[config.mk]
export PLATFORM = sky130hd
export DESIGN_NAME = ftdi_tx_writer
export DESIGN_NICKNAME = d
export VERILOG_FILES = /design/src/rtl/ftdi_tx_writer.sv
export SDC_FILE = /design/constraint.sdc
export NUM_CORES = 1
export LEC_CHECK = 0
export CORE_AREA = 4 4 120 122
export CTS_BUF_LIST = sky130_fd_sc_hd__clkbuf_16
export DETAILED_ROUTE_END_ITERATION = 8
export DIE_AREA = 0 0 124 126
export PLACE_DENSITY = 0.53
export SYNTH_ARGS = -nofsm -noshare
export SYNTH_HDL_FRONTEND = slang
export SYNTH_SLANG_ARGS = --single-unit
[constraint.sdc]
create_clock -name CLK48M -period 2.55 [get_ports CLK48M]
set_input_delay 0.51 -clock CLK48M [delete_from_list [all_inputs] [get_ports CLK48M]]
set_output_delay 0.51 -clock CLK48M [all_outputs]
set_load 0.005 [all_outputs]
[src/rtl/ftdi_tx_writer.sv]
// FT245-style asynchronous byte write path: splits 16-bit readback words into two
// bytes (low first) and strobes FWR whenever the synchronised FTXE reports space.
module ftdi_tx_writer #(
  parameter int SETUP_CYCLES    = 1,
  parameter int WR_PULSE_CYCLES = 3,
  parameter int HOLD_CYCLES     = 1,
  parameter int GAP_CYCLES      = 4
) (
  input  logic        CLK48M,
  input  logic        RESET,
  input  logic        enable,
  input  logic [15:0] word_data,
  input  logic        word_valid,
  output logic        word_ready,
  input  logic        FTXE,
  output logic [7:0]  FU_D_out,
  output logic        FU_D_oe,
  output logic        FWR,
  output logic        busy,
  output logic [31:0] byte_count
);

  localparam logic [3:0] SETUP_LAST = 4'(SETUP_CYCLES - 1);
  localparam logic [3:0] PULSE_LAST = 4'(WR_PULSE_CYCLES - 1);
  localparam logic [3:0] HOLD_LAST  = 4'(HOLD_CYCLES - 1);
  // The cycle that loads the gap timer already counts as the first gap cycle.
  localparam logic [7:0] GAP_LOAD   = 8'(GAP_CYCLES - 1);

  typedef enum logic [2:0] {
    IDLE     = 3'd0,
    WAIT_TXE = 3'd1,
    SETUP    = 3'd2,
    STROBE   = 3'd3,
    HOLD     = 3'd4
  } state_t;

  state_t      state;
  logic        txe_meta;
  logic        txe_s;
  logic [15:0] word_reg;
  logic        byte_sel;
  logic [3:0]  phase_cnt;
  logic [7:0]  gap_cnt;
  logic        accept;

  assign accept = word_valid & word_ready;

  // FTXE synchroniser; resets to "full" so nothing is written before it settles.
  always_ff @(posedge CLK48M or negedge RESET) begin
    if (!RESET) begin
      txe_meta <= 1'b1;
      txe_s    <= 1'b1;
    end else begin
      txe_meta <= FTXE;
      txe_s    <= txe_meta;
    end
  end

  // Write sequencer with its gap timer and the running byte counter.
  always_ff @(posedge CLK48M or negedge RESET) begin
    if (!RESET) begin
      state      <= IDLE;
      word_reg   <= 16'd0;
      byte_sel   <= 1'b0;
      phase_cnt  <= 4'd0;
      gap_cnt    <= 8'd0;
      word_ready <= 1'b0;
      FU_D_out   <= 8'd0;
      FU_D_oe    <= 1'b0;
      FWR        <= 1'b1;
      busy       <= 1'b0;
      byte_count <= 32'd0;
    end else begin
      // A fresh word always gets one turnaround cycle before FTXE is trusted.
      if (state == STROBE && phase_cnt == PULSE_LAST) begin
        gap_cnt <= GAP_LOAD;
      end else if (state == IDLE && accept) begin
        gap_cnt <= (gap_cnt > 8'd1) ? gap_cnt - 8'd1 : 8'd1;
      end else if (gap_cnt != 8'd0) begin
        gap_cnt <= gap_cnt - 8'd1;
      end

      case (state)
        IDLE: begin
          if (accept) begin
            word_reg   <= word_data;
            byte_sel   <= 1'b0;
            word_ready <= 1'b0;
            busy       <= 1'b1;
            state      <= WAIT_TXE;
          end else begin
            word_ready <= enable;
          end
        end
        WAIT_TXE: begin
          if (gap_cnt == 8'd0 && !txe_s) begin
            FU_D_out  <= byte_sel ? word_reg[15:8] : word_reg[7:0];
            FU_D_oe   <= 1'b1;
            phase_cnt <= 4'd0;
            state     <= SETUP;
          end
        end
        SETUP: begin
          if (phase_cnt == SETUP_LAST) begin
            FWR       <= 1'b0;
            phase_cnt <= 4'd0;
            state     <= STROBE;
          end else begin
            phase_cnt <= phase_cnt + 4'd1;
          end
        end
        STROBE: begin
          if (phase_cnt == PULSE_LAST) begin
            FWR        <= 1'b1;
            byte_count <= byte_count + 32'd1;
            phase_cnt  <= 4'd0;
            state      <= HOLD;
          end else begin
            phase_cnt <= phase_cnt + 4'd1;
          end
        end
        HOLD: begin
          if (phase_cnt == HOLD_LAST) begin
            FU_D_oe   <= 1'b0;
            phase_cnt <= 4'd0;
            if (byte_sel) begin
              busy       <= 1'b0;
              word_ready <= enable;
              state      <= IDLE;
            end else begin
              byte_sel <= 1'b1;
              state    <= WAIT_TXE;
            end
          end else begin
            phase_cnt <= phase_cnt + 4'd1;
          end
        end
        default: begin
          FWR        <= 1'b1;
          FU_D_oe    <= 1'b0;
          busy       <= 1'b0;
          word_ready <= 1'b0;
          phase_cnt  <= 4'd0;
          state      <= IDLE;
        end
      endcase
    end
  end

endmodule

Yosys cells after proc, flatten, opt, wreduce, memory -nomap -nowiden

Cells that the tools add are included.

Register bits after elaboration: 78
Output and inout bits: 44

Add/sub/neg operators: 3
Magnitude comparators: 1
Equality and inequality tests: 11
Multiplexer cells: 32
Bitwise gates (word level): 5
Reductions and logical operators: 24

Operators with widths:

| cell                                                          | number |
|---|---|
| 2-to-1 mux 8 bit                                              | 5 |
| adder 32 x 1 -> 32 bit, second input constant                 | 1 |
| case mux 4 bit (4 select lines)                               | 1 |
| 2-to-1 mux 3 bit                                              | 5 |
| case mux 3 bit (5 select lines)                               | 1 |
| 2-to-1 mux 1 bit                                              | 12 |
| 2-to-1 mux 4 bit                                              | 3 |
| case mux 1 bit (3 select lines)                               | 4 |
| AND reduction 3 bit                                           | 4 |
| inequality test 2 bit, second input constant                  | 5 |
| OR reduction 3 bit                                            | 3 |
| greater-than comparator 8 x 1 -> 1 bit, second input constant | 1 |
| logical NOT 8 bit                                             | 1 |
| AND reduction 2 bit                                           | 4 |
| nonzero test 8 bit                                            | 1 |
| subtractor 8 x 1 -> 8 bit, second input constant              | 1 |
| equality test 3 x 2 -> 1 bit, second input constant           | 2 |
| AND reduction 5 bit                                           | 1 |
| adder 4 x 1 -> 4 bit, second input constant                   | 1 |
| equality test 4 x 2 -> 1 bit, second input constant           | 1 |
| logical NOT 4 bit                                             | 1 |
| NOT 1 bit                                                     | 4 |
| AND reduction 4 bit                                           | 1 |
| equality test 3 x 1 -> 1 bit, second input constant           | 1 |
| 10 further kinds                                              | 12 |

Logic depth before layout (Yosys ltp)

Depth after elaboration: 4
Gate-level depth with buffers: 7
Mapped depth without buffers: 6

Least setup slack after synthesis

Ideal clock, no wire load.

Path type: register -> register
Start: reg gap_cnt[0]
End: reg gap_cnt[0]
Setup time: 0.137 ns
Arrival: 1.791 ns
Required time: 2.413 ns
Slack: 0.621 ns
Cell stages (with the launch flop): 8
Buffers on the path: 1
Clock period less this slack: 1.929 ns
Cells stage by stage: dfrtp_1 > inv_1 > ha_1 > or2_2 > clkbuf_1 > or4_1 > a21oi_1 > o21ai_0

Longest elaborated chain between the ends: 4
Elaborated cells between the ends (all ways): 8

RTL lines:

| element                                                                             | line   | RTL |
|---|---|---|
| start, declared                                                                     | 43     | `logic [7:0] gap_cnt;` |
| start signal, assigned                                                              | 78     | `gap_cnt <= (gap_cnt > 8'd1) ? gap_cnt - 8'd1 : 8'd1;` |
| start signal, assigned                                                              | 80     | `gap_cnt <= gap_cnt - 8'd1;` |
| subtractor 8 x 1 -> 8 bit or greater-than comparator 8 x 1 -> 1 bit (tied branches) | 78, 80 |  |
| 2-to-1 mux 8 bit (on tied branches)                                                 | 79, 78 |  |
| 2-to-1 mux 8 bit                                                                    | 77     | `end else if (state == IDLE && accept) begin` |
| 2-to-1 mux 8 bit                                                                    | 75     | `if (state == STROBE && phase_cnt == PULSE_LAST) begin` |

Parallel ways exist; a longest one is shown, timed or not. The select of a mux whose other input is x is not followed.
A chain may end at the register's enable or synchronous reset.

Worst setup path in the final report

Start: reg phase_cnt[0]
End: reg byte_count[20]

Longest elaborated chain between the ends: 2

RTL lines:

| element                       | line | RTL |
|---|---|---|
| start, declared               | 42   | `logic [3:0] phase_cnt;` |
| start signal, assigned        | 109  | `phase_cnt <= phase_cnt + 4'd1;` |
| start signal, assigned        | 119  | `phase_cnt <= phase_cnt + 4'd1;` |
| start signal, assigned        | 135  | `phase_cnt <= phase_cnt + 4'd1;` |
| equality test 4 x 2 -> 1 bit  | 113  | `if (phase_cnt == PULSE_LAST) begin` |
| AND reduction 2 bit (no line) | -    |  |
| end signal, assigned          | 115  | `byte_count <= byte_count + 32'd1;` |
| end, declared                 | 20   | `output logic [31:0] byte_count` |

No other way between the ends.

==> results.sh <==
export IMPL_status="completed"
export IMPL_drive_above_1_share_pct=11.3
export IMPL_clockRootBuffer="clkbuf_16"
export IMPL_rows=42
export IMPL_cts_clk_slew_worst_paths_ns=0.06
export IMPL_dp_cells=610
export IMPL_mostFrequentLayoutCells="nand2_1 (81), dfrtp_1 (75), clkdlybuf4s50_1 (63)"
export IMPL_grt_pass1_wl_um=15800
export IMPL_n_antenna_cell=0
export IMPL_synthCells=382
export IMPL_start_util_pct=30.0
export IMPL_nNetsFinal=473
export IMPL_peakVddDrop_mv=0.324
export IMPL_clock_path_buffers=2
export IMPL_startpoint_type="flop"
export IMPL_period_share_pct=83.4
export IMPL_ant_nets=0
export IMPL_drt_total_wl_um=9500
export IMPL_initialDrtViolationCount=214
export IMPL_cts_buffers=9
export IMPL_area_growth_pct=27.7
export IMPL_place_port_buffers=64
export IMPL_wire_per_inst_um=15.2
export IMPL_cp_required_ns=2.82
export IMPL_tritoncts="done"
export IMPL_cp_end_kind="flop"
export IMPL_grt_start_max_net_pins=42
export IMPL_synth_edf_count=0
export IMPL_drcViolationCount=0
export IMPL_synth_avg_cell_area_um2=10.3
export IMPL_track_usage_pct=12.8
export IMPL_final_common_cell="nand2_1"
export IMPL_vias=3084
export IMPL_yosys_top_cells_area="dfrtp_1 (47%), nand2_1 (7.7%), xor2_1 (4.2%), mux2i_1 (3.8%), nor4_2 (2.8%)"
export IMPL_yosys_register_bits=78
export IMPL_dp_hpwl_um=6820
export IMPL_ios=65
export IMPL_criticalPathCategory="flop to flop"
export IMPL_register_area_um2=1960
export IMPL_rsz0062_at_grt="no"
export IMPL_largest_reg_flops=32
export IMPL_synth_top_area_share_pct=47.5
export IMPL_syn_area_um2=3950
export IMPL_worst_slew_pin_slew_ns=0.711
export IMPL_fmax_ghz=0.470
export IMPL_ctsResizeCount=0
export IMPL_drv_slew=0
export IMPL_syn_nets=410
export IMPL_via_per_inst=4.93
export IMPL_relSlewSlack_pct=52.4
export IMPL_cts_setup_buffers=0
export IMPL_min_path_type="primary input to async pin"
export IMPL_cts_sinks=78
export IMPL_drv_cap=0
export IMPL_async_flop_share_pct=100
export IMPL_critPathMaxFanout=12
export IMPL_fillCellCount=1315
export IMPL_dieArea_um2=15600
export IMPL_finalSetupViolations=0
export IMPL_ctsHtreeMaxLevel=3
export IMPL_yosys_cell_types_count=63
export IMPL_die_y_um=126
export IMPL_grt_pass1_vias=3072
export IMPL_die_w_um=124
export IMPL_p_leak_nw=2.30
export IMPL_worst_endpoint_arrival_ns=2.40
export IMPL_power_density_nw_per_um2=507
export IMPL_hold_viol=0
export IMPL_worstSkewPairLatency_ns=0.34
export IMPL_gr_total_overflow=0
export IMPL_core_um2=13200
export IMPL_min_period_ns=2.13
export IMPL_layout_cells_non_filler=626
export IMPL_gp_congestion=0.828
export IMPL_seq_area_frac_synth_pct=49.5
export IMPL_ctsHoldBuffers=0
export IMPL_multiInputGateArea_um2=1860
export IMPL_synth_ff_type="dfrtp_1"
export IMPL_synth_area_leader_cell="dfrtp_1"
export IMPL_drt_pass1_iter_count=4
export IMPL_antenna_found_initial=0
export IMPL_skew_ns=0.00933
export IMPL_yosys_warnings=0
export IMPL_setup_tns_ns=0
-- logic make-up (layout without fill, tap and decap cells) --
kind of cell             Yosys count  after routing  share of synthesized area [%]
adder cells (fa/ha/maj)            7              7                           2.22
buffers and inverters             27             95                           3.55
XOR/XNOR                          31             31                           6.87
AND/OR/NAND/NOR                  169            169                           24.6
flip-flops                        78             78                           49.5
multiplexers                      16             16                           4.08
AO/OA/AOI/OAI                     54             54                           9.21
-- critical path, cell delays in order (launching register included) --
cell and delay [ns]:
dfrtp_1 0.41, inv_1 0.12, ha_1 0.19, and4bb_1 0.26
nand4_2 0.37, nor4_1 0.50, xor2_1 0.18
-- synthesized netlist by cell type, types with 3 or more instances --
master,n
dfstp_2,3
and2_1,3
mux2i_1,15
nor3_1,7
buf_2,6
o21ai_0,22
nor4_2,9
nand2_1,81
a21oi_1,11
dfrtp_1,75
nor2_1,14
and4_1,5
a311o_1,5
nand3_1,10
nand4_1,9
xnor2_1,12
ha_1,7
buf_6,3
clkbuf_1,5
xor2_1,19
inv_1,9
and3_1,5
-- final timing paths --
check / start / endpoint / slack [ns] / cells after the start
setup / recovery: phase_cnt[0]$_DFFE_PN0P_ / byte_count[20]$_DFFE_PN0P_ / 0.42 / 6
hold / removal: RESET / byte_count[31]$_DFFE_PN0P_ / 0.15 / 1
setup reg to reg: phase_cnt[0]$_DFFE_PN0P_ / byte_count[20]$_DFFE_PN0P_ / 0.42 / 6
hold reg to reg: txe_meta$_DFF_PN1_ / txe_s$_DFF_PN1_ / 0.36 / 0
max in group asynchronous: RESET / txe_meta$_DFF_PN1_ / 1.78 / 2
min in group CLK48M: txe_meta$_DFF_PN1_ / txe_s$_DFF_PN1_ / 0.36 / 0
-- report_power, final --
part	switching, mW	internal [mW]	leakage, nW
Clock	0.504	0.743	0.149
Combinational	0.0340	0.0345	1.12
Sequential	0.00213	1.24	1.04
Total	0.540	2.02	2.30
-- per-stage QoR --
step | utilization [%] | hold slack, ns | worst slack (ns) | cell area (µm²) | power [mW]
5_1_grt | 38.3 | 0.190 | 0.264 | 5050 | 2.67
4_1_cts | 38.3 | 0.174 | 0.456 | 5050 | 2.60
2_1_floorplan | - | 0.214 | 0.621 | 3950 | 1.27
3_5_place_dp | 36.1 | 0.348 | 0.473 | 4760 | 1.34
3_3_place_gp | 36.1 | 0.347 | 0.528 | 4760 | 1.34
6_report | 38.3 | 0.153 | 0.424 | 5050 | 2.56
-- routing by layer --
metal / part of all wire, % / wire length [µm] / global-route usage, %
met4: 1.3 / 124 / 3.41
met3: 7.6 / 726 / 4.84
met5: 0 / 0 / 0
met2: 46 / 4350 / 20.0
met1: 45 / 4300 / 16.8
-- area by class of cell --
cell class / instances / area share [%]
timing repair buffer: 70 / 13.8
clock inverter: 7 / 1.17
clock buffer: 9 / 4.46
sequential: 78 / 38.8
inverter: 9 / 0.669
tap: 176 / 4.36
multi-input combinational: 277 / 36.8
No activity file was read; power rests on OpenSTA's default activity.
